`src/rtl/debug_sync_filter_shift_reg.sv`:
```
// -----------------------------------------------------------------------------
// debug_sync_filter_shift_reg
//
// Brings WIDTH independent asynchronous level inputs (debug, halt and
// interrupt lines) into the clock domain. Each channel passes through a
// DEPTH-stage synchronizer chain and then a stability filter. A new
// synchronized value must persist for FILTER further cycles before io_q
// accepts it. Registered rise/fall pulses mark every accepted change.
//
// Ports
//   clock     : sole clock
//   reset     : synchronous, active-high reset
//   io_d      : [WIDTH] asynchronous channel inputs
//   io_hold   : freezes the filter state and io_q while high (the sync chain
//               keeps running)
//   io_q      : [WIDTH] synchronized, filtered level
//   io_rise   : [WIDTH] one-cycle pulse when io_q goes 0->1
//   io_fall   : [WIDTH] one-cycle pulse when io_q goes 1->0
//   io_stable : high when every channel has all of its sync stages equal to
//               io_q and an idle filter counter
// -----------------------------------------------------------------------------
module debug_sync_filter_shift_reg #(
    parameter int              WIDTH  = 1,
    parameter int              DEPTH  = 3,
    parameter logic [WIDTH-1:0] INIT  = '0,
    parameter int              FILTER = 0
) (
    input  logic             clock,
    input  logic             reset,
    input  logic [WIDTH-1:0] io_d,
    input  logic             io_hold,
    output logic [WIDTH-1:0] io_q,
    output logic [WIDTH-1:0] io_rise,
    output logic [WIDTH-1:0] io_fall,
    output logic             io_stable
);

    // The counter only has to reach FILTER. For FILTER=0 a one-bit counter
    // is kept so the logic has no zero-width vectors. In that case it never
    // leaves zero.
    localparam int CNT_W = (FILTER > 0) ? $clog2(FILTER + 1) : 1;
    localparam logic [CNT_W-1:0] CNT_LAST = CNT_W'(FILTER);

    // Synchronizer chain: stage 0 samples io_d, and the last stage feeds the
    // filter. The chain keeps shifting during io_hold, so the filter sees
    // current data as soon as the hold ends.
    logic [WIDTH-1:0] sync_reg [DEPTH];
    logic [WIDTH-1:0] sync_out;
    logic [WIDTH-1:0] ch_settled;

    always_ff @(posedge clock) begin
        if (reset) begin
            for (int k = 0; k < DEPTH; k++) begin
                sync_reg[k] <= INIT;
            end
        end else begin
            sync_reg[0] <= io_d;
            for (int k = 1; k < DEPTH; k++) begin
                sync_reg[k] <= sync_reg[k-1];
            end
        end
    end

    assign sync_out = sync_reg[DEPTH-1];

    genvar gi;
    generate
        for (gi = 0; gi < WIDTH; gi++) begin : g_chan
            logic             f_reg;
            logic             rise_reg;
            logic             fall_reg;
            logic [CNT_W-1:0] cnt_reg;
            logic             settled;

            always_ff @(posedge clock) begin
                if (reset) begin
                    // Reset discards any pending change and never pulses.
                    f_reg    <= INIT[gi];
                    cnt_reg  <= '0;
                    rise_reg <= 1'b0;
                    fall_reg <= 1'b0;
                end else if (io_hold) begin
                    rise_reg <= 1'b0;
                    fall_reg <= 1'b0;
                end else if (sync_out[gi] == f_reg) begin
                    // The input has returned to the accepted level, so a
                    // glitch shorter than the filter window is dropped.
                    cnt_reg  <= '0;
                    rise_reg <= 1'b0;
                    fall_reg <= 1'b0;
                end else if (cnt_reg == CNT_LAST) begin
                    f_reg    <= sync_out[gi];
                    cnt_reg  <= '0;
                    rise_reg <= sync_out[gi];
                    fall_reg <= ~sync_out[gi];
                end else begin
                    cnt_reg  <= cnt_reg + 1'b1;
                    rise_reg <= 1'b0;
                    fall_reg <= 1'b0;
                end
            end

            // A channel is settled only when nothing is still travelling
            // down its chain and the filter is idle.
            always_comb begin
                settled = (cnt_reg == '0);
                for (int k = 0; k < DEPTH; k++) begin
                    if (sync_reg[k][gi] != f_reg) begin
                        settled = 1'b0;
                    end
                end
            end

            assign io_q[gi]       = f_reg;
            assign io_rise[gi]    = rise_reg;
            assign io_fall[gi]    = fall_reg;
            assign ch_settled[gi] = settled;
        end
    endgenerate

    assign io_stable = &ch_settled;

endmodule

```
`config.mk`:
```
export PLATFORM = sky130hd
export DESIGN_NAME = debug_sync_filter_shift_reg
export DESIGN_NICKNAME = d
export VERILOG_FILES = /design/src/rtl/debug_sync_filter_shift_reg.sv
export SDC_FILE = /design/constraint.sdc
export NUM_CORES = 1
export LEC_CHECK = 0
export BUFFER_PORTS_ARGS = -buffer_cell sky130_fd_sc_hd__clkbuf_2
export CELL_PAD_IN_SITES_DETAIL_PLACEMENT = 0
export CELL_PAD_IN_SITES_GLOBAL_PLACEMENT = 1
export CORE_AREA = 2 2 39 41
export CTS_BUF_LIST = sky130_fd_sc_hd__clkbuf_4 sky130_fd_sc_hd__clkbuf_8
export DETAILED_ROUTE_END_ITERATION = 10
export DIE_AREA = 0 0 41 43
export GPL_TIMING_DRIVEN = 0
export PLACE_DENSITY = 0.48
export SYNTH_ARGS = -nofsm -noshare
export SYNTH_HDL_FRONTEND = slang
export SYNTH_SLANG_ARGS = --single-unit
```
`constraint.sdc`:
```
create_clock -name clock -period 1.2 [get_ports clock]
set_input_delay 0.18 -clock clock [delete_from_list [all_inputs] [get_ports clock]]
set_output_delay 0.18 -clock clock [all_outputs]
set_load 0.01 [all_outputs]
```
* Word level (Yosys, flattened, before mapping)
Memories as Yosys holds them, arrays and structs flattened.
Cells that the tools add are included.
Widths: inputs -> output; s select.
** Storage, ports and cells
- Flip-flop bits (word level) :: 4
- Bits in latches :: 0
- Memory bits (writable) :: 3
- Memory bits (read-only) :: 0
- Input port bits :: 4
- Output and inout port bits :: 4
- Logic and storage cells :: 30
- Memories kept :: 1
** Memories
- sync_reg :: words 3, width 1, rd ports 3, clocked after Yosys merged registers in 0, write ports 3, line 47 : logic [WIDTH-1:0] sync_reg [DEPTH];
** Cells by class
- $add $sub $neg :: 1
- $mul :: 0
- Div/mod/pow operators :: 0
- Magnitude comparators :: 0
- Eq/ne operators :: 4
- Shifts and indexed selects :: 0
- Mux-type cells :: 11
- Bitwise operators :: 7
- Reductions and logical operators :: 2
** Operator list (count)
- $mux 1 :: 11
- $not 1->1 :: 4
- $reduce_or 4->1 :: 1
- $ne 1x1->1 :: 3
- $or 1x1->1 :: 3
- $reduce_and 3->1 :: 1
- $add 1x1->1 const B :: 1
- $eq 1x1->1 :: 1

* Depth between registers and ports, before layout
- Depth after elaboration :: 4
- Gate-level depth with buffers :: 2
- Mapped depth without buffers :: 2

* Worst setup path before layout
Ideal clock, no wire load.
- Kind :: register -> output
- Start point :: register g_chan[0].f_reg (netlist: io_q)
- End point :: output port io_stable
- Data arrival time :: 0.978 ns
- Data required time :: 1.020 ns
- Setup slack :: 0.042 ns
- Stages on the path, launching flop included :: 3
- Path buffers :: 0
- Path through :: dfxtp_1 or4_1 nand2_1
** Between the ends
- Cells in the longest elaborated chain, start to end :: 4
- Elaborated cells between the ends (all ways) :: 6
- Those cells by class :: eq/ne (3); mux (3)
** RTL lines
- start, declared :: line 69 : logic f_reg;
- start signal, assigned :: line 78 : f_reg <= INIT[gi];
- start signal, assigned :: line 92 : f_reg <= sync_out[gi];
- $ne 1x1->1 :: line 108 : if (sync_reg[k][gi] != f_reg) begin
- $mux 1 (2 in a row) :: line 108
- $mux 1 (*) :: line 108
- end, declared :: line 35 : output logic io_stable
Every way passes the cells marked *; elsewhere a longest branch is shown, timed or not.

==> summary.md <==
| Metric | Value |
|---|---|
| CTS Sinks | `6` |
| Largest register FFs | `3` |
| Largest net degree at the start of global routing | `7` |
| Final number of setup-violating endpoints | `1` |
| Power per standard cell area | `1391 mW/mm2` |
| Worst Slack Setup Final | `-0.2162 ns` |
| Post-route cell area | `294.0 um2` |
| Leakage power | `0.0001338 uW` |
| Slowest stage cell on the critical path | `or4_1` |
| Failing checks | `negative setup slack` |
| Worst-skew pair later-pin latency | `0.24 ns` |
| Outcome | `finished, violations left` |
| Routed vias/inst | `3.800` |
| Min-Delay Path Class | `input port to flop` |
| Clock tree buffer depth | `2` |
| Final Max Slew Viols | `0` |
| Crit-path cells | `or4_1 -> nand2_1 -> buf_2` |
| Commonest cells after routing, fill and taps aside | `6 x clkbuf_2, 3 x nor2b_1, 3 x clkbuf_4, 3 x dfxtp_1, 3 x buf_4` |
| Die Y | `43 um` |
| Antenna Cells | `0` |
| Residual DRC | `0` |
| Placeable core area | `0.001384 mm2` |
| Sequential area share after synthesis | `64.00%` |
| Final wirelength | `360 um` |
| Top Usage Layer GRT | `met3` |
| Wire per inst | `8.000 um` |
| Share of cells above drive strength 1 | `55.17%` |
| Yosys warns | `0` |
| CP top delay family | `simple AND/OR/NAND/NOR gates` |
| Starting Density | `13.56%` |
| M1 GR Usage | `5.161%` |
| Final setup TNS | `-0.2162 ns` |
| Fin nets | `35` |
| RSZ-0062 raised after global routing | `true` |
| Cells after synthesis | `16` |
| Fin crit period | `1.416 ns` |
| Io pins | `8` |
| Avg Inst Size Synth | `11.73 um2` |
| Relative slew slack | `83.97%` |
| Critical Path Max Stage Delay | `0.51 ns` |
| Setup crit start kind | `flop` |
| TritonCTS Buffers | `3` |
| Clock Pin Slew Worst Setup and Hold Paths | `0.04 ns` |
| DR iter-0 viols | `4` |
| Most common cell after layout, fill and taps aside | `clkbuf_2` |
| Worst Tran Pin Value | `0.2371 ns` |
| Overflow after GRT | `0` |
| GR met2 Demand/Resource | `6.563%` |
| Clk_skew | `0.002012 ns` |
| Peak supply drop | `0.6909 mV` |
| Die width | `41 um` |
| Worst setup EP type | `output port` |
| DIE AREA | `0.001763 mm2` |
| Period utilization | `118.0%` |
| Multi-input gate area | `67.56 um2` |
| Max Cap Viol | `0` |
| Tot GR Track Use | `5.226%` |
| Antenna viol nets, final | `0` |
| CP max FO | `2` |
| Area Overhead vs Synth | `56.67%` |
| Final GP Congestion | `0.5779` |
| Max Fclk | `0.7061 GHz` |
| Register area | `126.4 um2` |
| Via count | `171` |
| Final Hold Fails | `0` |
| DRT Pass-1 Iters | `2` |
| PortBufs | `7` |
| Filler cells | `151` |
| Register bit total from synthesis | `6` |
| CTS tree | `done` |
| # H-tree levels | `1` |
| Critical path type | `flop to output port` |
| Dpl cell area | `242.7 um2` |
| Critical path required time | `1.02 ns` |
| Root Buffer | `clkbuf_4` |
| CP bufs+invs | `1` |
| Syn nets | `20` |
| Synth cell types | `8` |
| Hold WS | `0.1532 ns` |
| Global-route wire length before repair | `552 um` |
| Vias in the first global route | `154` |
| Met3 usage | `7.853%` |
| Rows | `14` |
| CP arrival | `1.24 ns` |
| Synthesized cell area | `187.7 um2` |
| DP Worst Slack | `-0.05204 ns` |
| Initial antenna violation count | `0` |
## layout make-up
type,instances,share of cell area (%)
sequential,6,42.98
multi-input combinational,10,22.98
timing repair buffer,10,19.57
clock buffer,3,7.660
tap,16,6.809
## metrics by stage
step / total power (uW) / util [%] / std cells
floorplan: 221.6 / - / 16
global placement: 234.3 / 17.54 / 39
detailed placement: 235.3 / 17.54 / 39
CTS: 420.4 / 21.25 / 45
global route: 434.3 / 21.25 / 45
finish: 409.1 / 21.25 / 45
## worst register-to-register path, cell delays in order (launching register included)
cell     delay [ns]
dfxtp_4        0.33
buf_4          0.14
nor4b_1        0.28
## cells by family (layout without fill, tap and decap cells)
group                  count (synthesis)  in the layout  share of synthesized area [%]
buffers and inverters                  0             13                              0
flip-flops                             6              6                          64.00
AND/OR/NAND/NOR                        9              9                          30.67
multiplexers                           1              1                          5.334
## synth_stat cells
master / number / area share (%)
dfxtp_1: 6 / 64
nor4b_1: 2 / 9.3
mux2i_1: 1 / 5.3
nor2_1: 1 / 2.0
nand2_1: 1 / 2.0
nand4_1: 1 / 3.3
nor2b_1: 3 / 10
or4_1: 1 / 4.0
## power by group
group / switching [uW] / total, uW / leakage (uW) / internal [uW]
logic: 12.4 / 27.3 / 0.0000694 / 14.9
clock network: 63.1 / 176 / 0.0000138 / 112
registers: 2.41 / 206 / 0.0000505 / 204
total: 77.9 / 409 / 0.000134 / 331
## routing by layer
| layer | routed length, um | share of wire [%] | vias to the layer above |
|---|---|---|---|
| li1 | - | - | 84 |
| met1 | 163 | 45 | 76 |
| met2 | 141 | 39 | 11 |
| met3 | 55 | 15 | 0 |
| met4 | 0 | 0 | 0 |
| met5 | 0 | 0 | - |
## path summary, 6_finish.rpt
kind / from / endpoint / slack, ns / depth (start not counted)
worst max-delay path: sync_reg[0][1] / io_stable / -0.22 / 3
worst min-delay path: io_hold / io_fall / 0.15 / 2
worst max register to register: io_q / io_rise / 0.35 / 2
worst min register to register: sync_reg[0][0] / sync_reg[0][1] / 0.47 / 1
## timing repair
item                       4_1_cts  5_1_grt
resized for setup                4        1
hold buffers                     0        0
setup endpoints to repair        1        1
pin swaps                        2        0
setup buffers                    3        0
No activity file was read; power rests on OpenSTA's default activity.
